$ cat src/rtl/branch_feedback_queue.sv
// In-order queue of fetch-time branch predictions; drives predictor feedback when EX resolves the oldest.
// Optional statistics counters are built when BFQ_STATS_EN is defined.
module branch_feedback_queue #(
  parameter int ADDR_W = 32,
  parameter int DEPTH  = 8
) (
  input  logic                       clk,
  input  logic                       rst,
  input  logic                       i_pred_valid,
  input  logic [ADDR_W-1:0]          i_pred_pc,
  input  logic                       i_pred_taken,
  output logic                       o_pred_ready,
  input  logic                       i_res_valid,
  input  logic                       i_res_taken,
  output logic                       o_res_ready,
  input  logic                       i_flush,
  output logic                       o_fb_valid,
  output logic [ADDR_W-1:0]          o_fb_pc,
  output logic                       o_fb_prediction,
  output logic                       o_fb_outcome,
  output logic                       o_mispredict,
  output logic [$clog2(DEPTH):0]     o_count,
  output logic                       o_err,
  output logic [31:0]                o_stat_total,
  output logic [31:0]                o_stat_miss
);

  localparam int PW = $clog2(DEPTH);
  localparam int CW = PW + 1;
  localparam logic [CW-1:0] FULL_C = CW'(DEPTH);

  logic [ADDR_W-1:0] mem_pc_r [DEPTH];
  logic [DEPTH-1:0]  mem_taken_r;
  logic [PW-1:0]     wr_ptr_r, rd_ptr_r;
  logic [CW-1:0]     count_r;
  logic              err_r;
  logic              fb_valid_r, fb_pred_r, fb_out_r, mispredict_r;
  logic [ADDR_W-1:0] fb_pc_r;

  logic              pred_ready_s, res_ready_s, push_s, res_s, err_set_s, mis_s;
  logic [ADDR_W-1:0] head_pc_s;
  logic              head_taken_s;
  logic [PW-1:0]     rd_ptr_nxt_s, wr_ptr_nxt_s;
  logic [CW-1:0]     count_nxt_s;

  // Handshake decode and next pointer/count; a full queue still accepts a push when the head retires.
  always_comb begin
    pred_ready_s = (count_r != FULL_C);
    res_ready_s  = (count_r != {CW{1'b0}});
    res_s        = i_res_valid & res_ready_s;
    push_s       = i_pred_valid & ~i_flush & (pred_ready_s | res_s);
    err_set_s    = (i_pred_valid & ~i_flush & ~push_s) | (i_res_valid & ~res_ready_s);
    head_pc_s    = mem_pc_r[rd_ptr_r];
    head_taken_s = mem_taken_r[rd_ptr_r];
    mis_s        = res_s & (head_taken_s != i_res_taken);
    rd_ptr_nxt_s = rd_ptr_r + {{(PW-1){1'b0}}, res_s};
    if (i_flush) begin
      // the resolving branch (if any) is kept; everything younger is squashed
      wr_ptr_nxt_s = rd_ptr_nxt_s;
      count_nxt_s  = {CW{1'b0}};
    end else begin
      wr_ptr_nxt_s = wr_ptr_r + {{(PW-1){1'b0}}, push_s};
      count_nxt_s  = count_r + {{(CW-1){1'b0}}, push_s} - {{(CW-1){1'b0}}, res_s};
    end
  end

  // Entry storage; contents are don't-care until written, so no reset.
  always_ff @(posedge clk) begin
    if (push_s) begin
      mem_pc_r[wr_ptr_r]    <= i_pred_pc;
      mem_taken_r[wr_ptr_r] <= i_pred_taken;
    end
  end

  // Pointers, occupancy and sticky protocol error.
  always_ff @(posedge clk or posedge rst) begin
    if (rst) begin
      wr_ptr_r <= {PW{1'b0}};
      rd_ptr_r <= {PW{1'b0}};
      count_r  <= {CW{1'b0}};
      err_r    <= 1'b0;
    end else begin
      wr_ptr_r <= wr_ptr_nxt_s;
      rd_ptr_r <= rd_ptr_nxt_s;
      count_r  <= count_nxt_s;
      err_r    <= err_r | err_set_s;
    end
  end

  // Feedback bus: strobes pulse for one cycle, payload holds its last value.
  always_ff @(posedge clk or posedge rst) begin
    if (rst) begin
      fb_valid_r   <= 1'b0;
      mispredict_r <= 1'b0;
      fb_pc_r      <= {ADDR_W{1'b0}};
      fb_pred_r    <= 1'b0;
      fb_out_r     <= 1'b0;
    end else begin
      fb_valid_r   <= res_s;
      mispredict_r <= mis_s;
      if (res_s) begin
        fb_pc_r   <= head_pc_s;
        fb_pred_r <= head_taken_s;
        fb_out_r  <= i_res_taken;
      end else begin
        fb_pc_r   <= fb_pc_r;
        fb_pred_r <= fb_pred_r;
        fb_out_r  <= fb_out_r;
      end
    end
  end

`ifdef BFQ_STATS_EN
  logic [31:0] stat_total_r, stat_miss_r;

  // Saturating counters, updated on the same edge that raises o_fb_valid.
  always_ff @(posedge clk or posedge rst) begin
    if (rst) begin
      stat_total_r <= 32'd0;
      stat_miss_r  <= 32'd0;
    end else begin
      if (res_s && (stat_total_r != 32'hFFFF_FFFF)) begin
        stat_total_r <= stat_total_r + 32'd1;
      end else begin
        stat_total_r <= stat_total_r;
      end
      if (mis_s && (stat_miss_r != 32'hFFFF_FFFF)) begin
        stat_miss_r <= stat_miss_r + 32'd1;
      end else begin
        stat_miss_r <= stat_miss_r;
      end
    end
  end

  assign o_stat_total = stat_total_r;
  assign o_stat_miss  = stat_miss_r;
`else
  assign o_stat_total = 32'd0;
  assign o_stat_miss  = 32'd0;
`endif

  assign o_pred_ready    = pred_ready_s;
  assign o_res_ready     = res_ready_s;
  assign o_count         = count_r;
  assign o_err           = err_r;
  assign o_fb_valid      = fb_valid_r;
  assign o_mispredict    = mispredict_r;
  assign o_fb_pc         = fb_pc_r;
  assign o_fb_prediction = fb_pred_r;
  assign o_fb_outcome    = fb_out_r;

endmodule

$ cat config.mk
export PLATFORM = sky130hd
export DESIGN_NAME = branch_feedback_queue
export DESIGN_NICKNAME = d
export VERILOG_FILES = /design/src/rtl/branch_feedback_queue.sv
export SDC_FILE = /design/constraint.sdc
export NUM_CORES = 1
export LEC_CHECK = 0
export BUFFER_PORTS_ARGS = -buffer_cell sky130_fd_sc_hd__buf_2
export CAP_MARGIN = 0
export CORE_MARGIN = 8
export CORE_UTILIZATION = 50
export DETAILED_ROUTE_END_ITERATION = 10
export PLACE_DENSITY = 0.7
export SYNTH_ARGS = -nofsm -noshare
export SYNTH_HDL_FRONTEND = slang
export SYNTH_SLANG_ARGS = --single-unit
export TNS_END_PERCENT = 1
$ cat constraint.sdc
create_clock -name clk -period 10.25 [get_ports clk]
set_input_delay 1.5375 -clock clk [delete_from_list [all_inputs] [get_ports clk]]
set_output_delay 1.5375 -clock clk [all_outputs]
set_load 0.05 [all_outputs]
==> out/metrics.cfg <==
[die]
die-height_um = 174
dieWidth_um = 174
initial_core_util = 0.503
num_rows = 58
io_pins = 146
die-area_mm2 = 0.0304
coreArea_mm2 = 0.0249

[global_route]
track_usage = 0.151
first_global_vias = 6383
grt_start_max_net_pins = 59
grt_pass1_wl_um = 36100
grt-ovfl-total = 0
antenna_found_initial = 2

[flow_run]
drv_cap = 0

[clocking]
clk_latency_ns = 0.54
clock_path_buffers = 3
numClockSinks = 311
cts_resized = 0
cts_buffers = 31
htreeDepth = 1
cts_hold_buf = 0
cts_tree = built
cts_setup_buffers = 0
clk_pin_slew_ns = 0.06
clockRootBuffer = clkbuf_16

[worst_setup_path]
cp_max_fo = 3
reg2reg_slack_ns = 7.06
crit_path_end = o_pred_ready
critPathKind = reg2out
crit_arrival_ns = 1.93
worstPathRequired_ns = 8.71
end_kind = output port
worstReg2RegStart = o_count[2]
reg2regPathDepth = 11
critPathLaunchType = flip-flop
startpoint = o_count[2]
r2r-end = o_count[2]

[pwr]
power_frac_seq = 0.406
p_sw_frac = 0.360
powerDensity_mw_per_mm2 = 291
combPwrFrac = 0.321
ir_drop_mv = 0.181
total_power_w = 0.00411
p_sw_w = 0.00148
power_frac_clock = 0.273
p_int_w = 0.00263
p_leak_nw = 5.48

[placed_design]
gp_congestion = 0.706
dpl.cell_count = 1162
numPortBuffers = 81
dp_slack_ns = 6.39
dp_hpwl_um = 13600

[hold_path]
hp-class = reg2reg

[timing]
slew_headroom = 0.282
fin_skew_ns = 0.00872
setup_violations = 0
hold_violations = 0
min_period_ns = 3.46
fmax_mhz = 289
rsz0062_at_grt = false
setup_tns_ns = 0
fin_crit_sh = 0.338
fin_ws_ns = 6.79
drv_slew = 0
worstMarginPinSlew_ns = 1.07

[finish]
multi_input_area_mm2 = 0.00297
final_cells = 1219
antenna_cells = 0
layout.area.seq_mm2 = 0.00911
area_growth_pct = 12.5
drive_gt1_frac = 0.199
fillers = 1921
fin_nets = 914

[drt]
antenna_left = 0
num_vias = 6315
firstDrtPassIters = 4
wl_per_cell_um = 19.3
drt_drc_violations_left = 0
drtIter0Drc = 478
drt-vias-per-instance = 5.18
drt_wl_total_um = 23600

[synth]
yosys.cell_types.count = 38
ys_warn_count = 0
synthesis.area_mm2 = 0.0125
yosysSeqAreaShare = 0.727
synth-seq-cells = 311
synth_cells = 773
synth_area_per_cell_um2 = 16.2

[run_status]
status = finished, final reports clean

metal layers:
| layer | vias to the layer above | GRT usage | share of wire | wire length [µm] |
|---|---|---|---|---|
| li1 | 2955 | - | - | - |
| met1 | 3128 | 0.199 | 0.44 | 10300 |
| met2 | 199 | 0.253 | 0.48 | 11200 |
| met3 | 29 | 0.0356 | 0.073 | 1720 |
| met4 | 4 | 0.0303 | 0.014 | 327 |
| met5 | - | 0 | 0.0011 | 27 |
cells in the mapped netlist, drive strengths merged:
library cell / number / share of area
nand3: 32 / 0.013
inv: 8 / 0.0024
a21o: 1 / 0.00060
fa: 1 / 0.0016
mux2i: 133 / 0.11
nor3: 2 / 0.00080
nor4: 1 / 0.00050
xnor2: 2 / 0.0014
nand2: 71 / 0.022
nor2: 8 / 0.0024
conb: 1 / 0.00030
buf: 84 / 0.051
a21oi: 1 / 0.00040
ha: 9 / 0.0090
nor4b: 2 / 0.0014
or3b: 2 / 0.0016
xor2: 2 / 0.0014
mux2: 3 / 0.0030
edfxtp: 264 / 0.63
a22oi: 64 / 0.038
nor3b: 2 / 0.0012
o21bai: 1 / 0.00090
clkbuf: 19 / 0.0059
nand2b: 2 / 0.0010
dfrtp: 47 / 0.094
nor2b: 5 / 0.0025
a22o: 1 / 0.00070
a221oi: 1 / 0.0012
and2: 1 / 0.00050
o21ai: 3 / 0.0021
how the worst min path moves through the flow:
stage | startpoint | end | slack [ns] | depth (start not counted)
floorplan | rd_ptr_r[0] | rd_ptr_r[0] | 0.50 | 1
global placement | o_fb_pc[13] | o_fb_pc[13] | 0.46 | 2
detailed placement | o_fb_pc[18] | o_fb_pc[18] | 0.46 | 2
CTS | o_fb_pc[18] | o_fb_pc[18] | 0.47 | 2
global route | o_fb_pc[31] | o_fb_pc[31] | 0.49 | 2
finish | o_fb_pc[22] | o_fb_pc[22] | 0.47 | 2
through the flow:
stage          hold WS (ns)  utilization  instance area, µm²
4_1_cts               0.472        0.566               14100
2_1_floorplan         0.496            -               12800
3_5_place_dp          0.458        0.525               13100
6_report              0.467        0.566               14100
5_1_grt               0.490        0.566               14100
3_3_place_gp          0.457        0.525               13100
worst max-delay path: stages, from the launching register on:
cell and delay [ns]:
dfrtp_1 0.37, inv_1 0.11, ha_1 0.15, or3b_2 0.50, buf_2 0.24
cell usage in the layout (no fill, tap or decap), drive strengths merged, types with 14 or more instances in the layout:
| cell | instances |
|---|---|
| clkbuf | 37 |
| nand3 | 32 |
| mux2i | 133 |
| edfxtp | 264 |
| buf | 99 |
| dfrtp | 47 |
| nand2 | 71 |
| conb | 64 |
| a22oi | 64 |
| clkinv | 14 |
sequential cells by signal, indices dropped and copies added, names as in the netlist:
name and cells:
o_count 4, rd_ptr_r 3, mem_taken_r 8, o_mispredict 1, wr_ptr_r 3, o_fb_pc 32
o_fb_valid 1, mem_pc_r 256, o_err 1, o_fb_outcome 1, o_fb_prediction 1
final cells by class:
type / instances / area share
Multi-Input combinational cell: 414 / 0.211
Sequential cell: 311 / 0.646
Tap cell: 330 / 0.0293
Timing Repair Buffer: 99 / 0.0384
Clock inverter: 20 / 0.0131
Clock buffer: 37 / 0.0602
Inverter: 8 / 0.00213
logic make-up after synthesis:
| family | count (synthesis) | synth area share |
|---|---|---|
| and+or+nand+nor | 128 | 0.0466 |
| adders and majority gates | 10 | 0.0106 |
| muxes | 136 | 0.109 |
| buffers and inverters | 111 | 0.0592 |
| other | 1 | 0.000299 |
| DFF | 311 | 0.727 |
| AOI/OAI and AO/OA | 72 | 0.0443 |
| xor gates and xnor gates | 4 | 0.00280 |
power groups by stage:
| stage | Clock (W) | Combinational, W | Sequential [W] |
|---|---|---|---|
| 6_report | 0.00112 | 0.00132 | 0.00167 |
| 5_1_grt | 0.00119 | 0.00142 | 0.00169 |
| 3_5_place_dp | 0 | 0.00134 | 0.00169 |
| 4_1_cts | 0.00114 | 0.00134 | 0.00167 |
| 3_3_place_gp | 0 | 0.00132 | 0.00169 |
| 2_1_floorplan | 0 | 0.000829 | 0.00191 |
(Power assumes the default switching activity.)
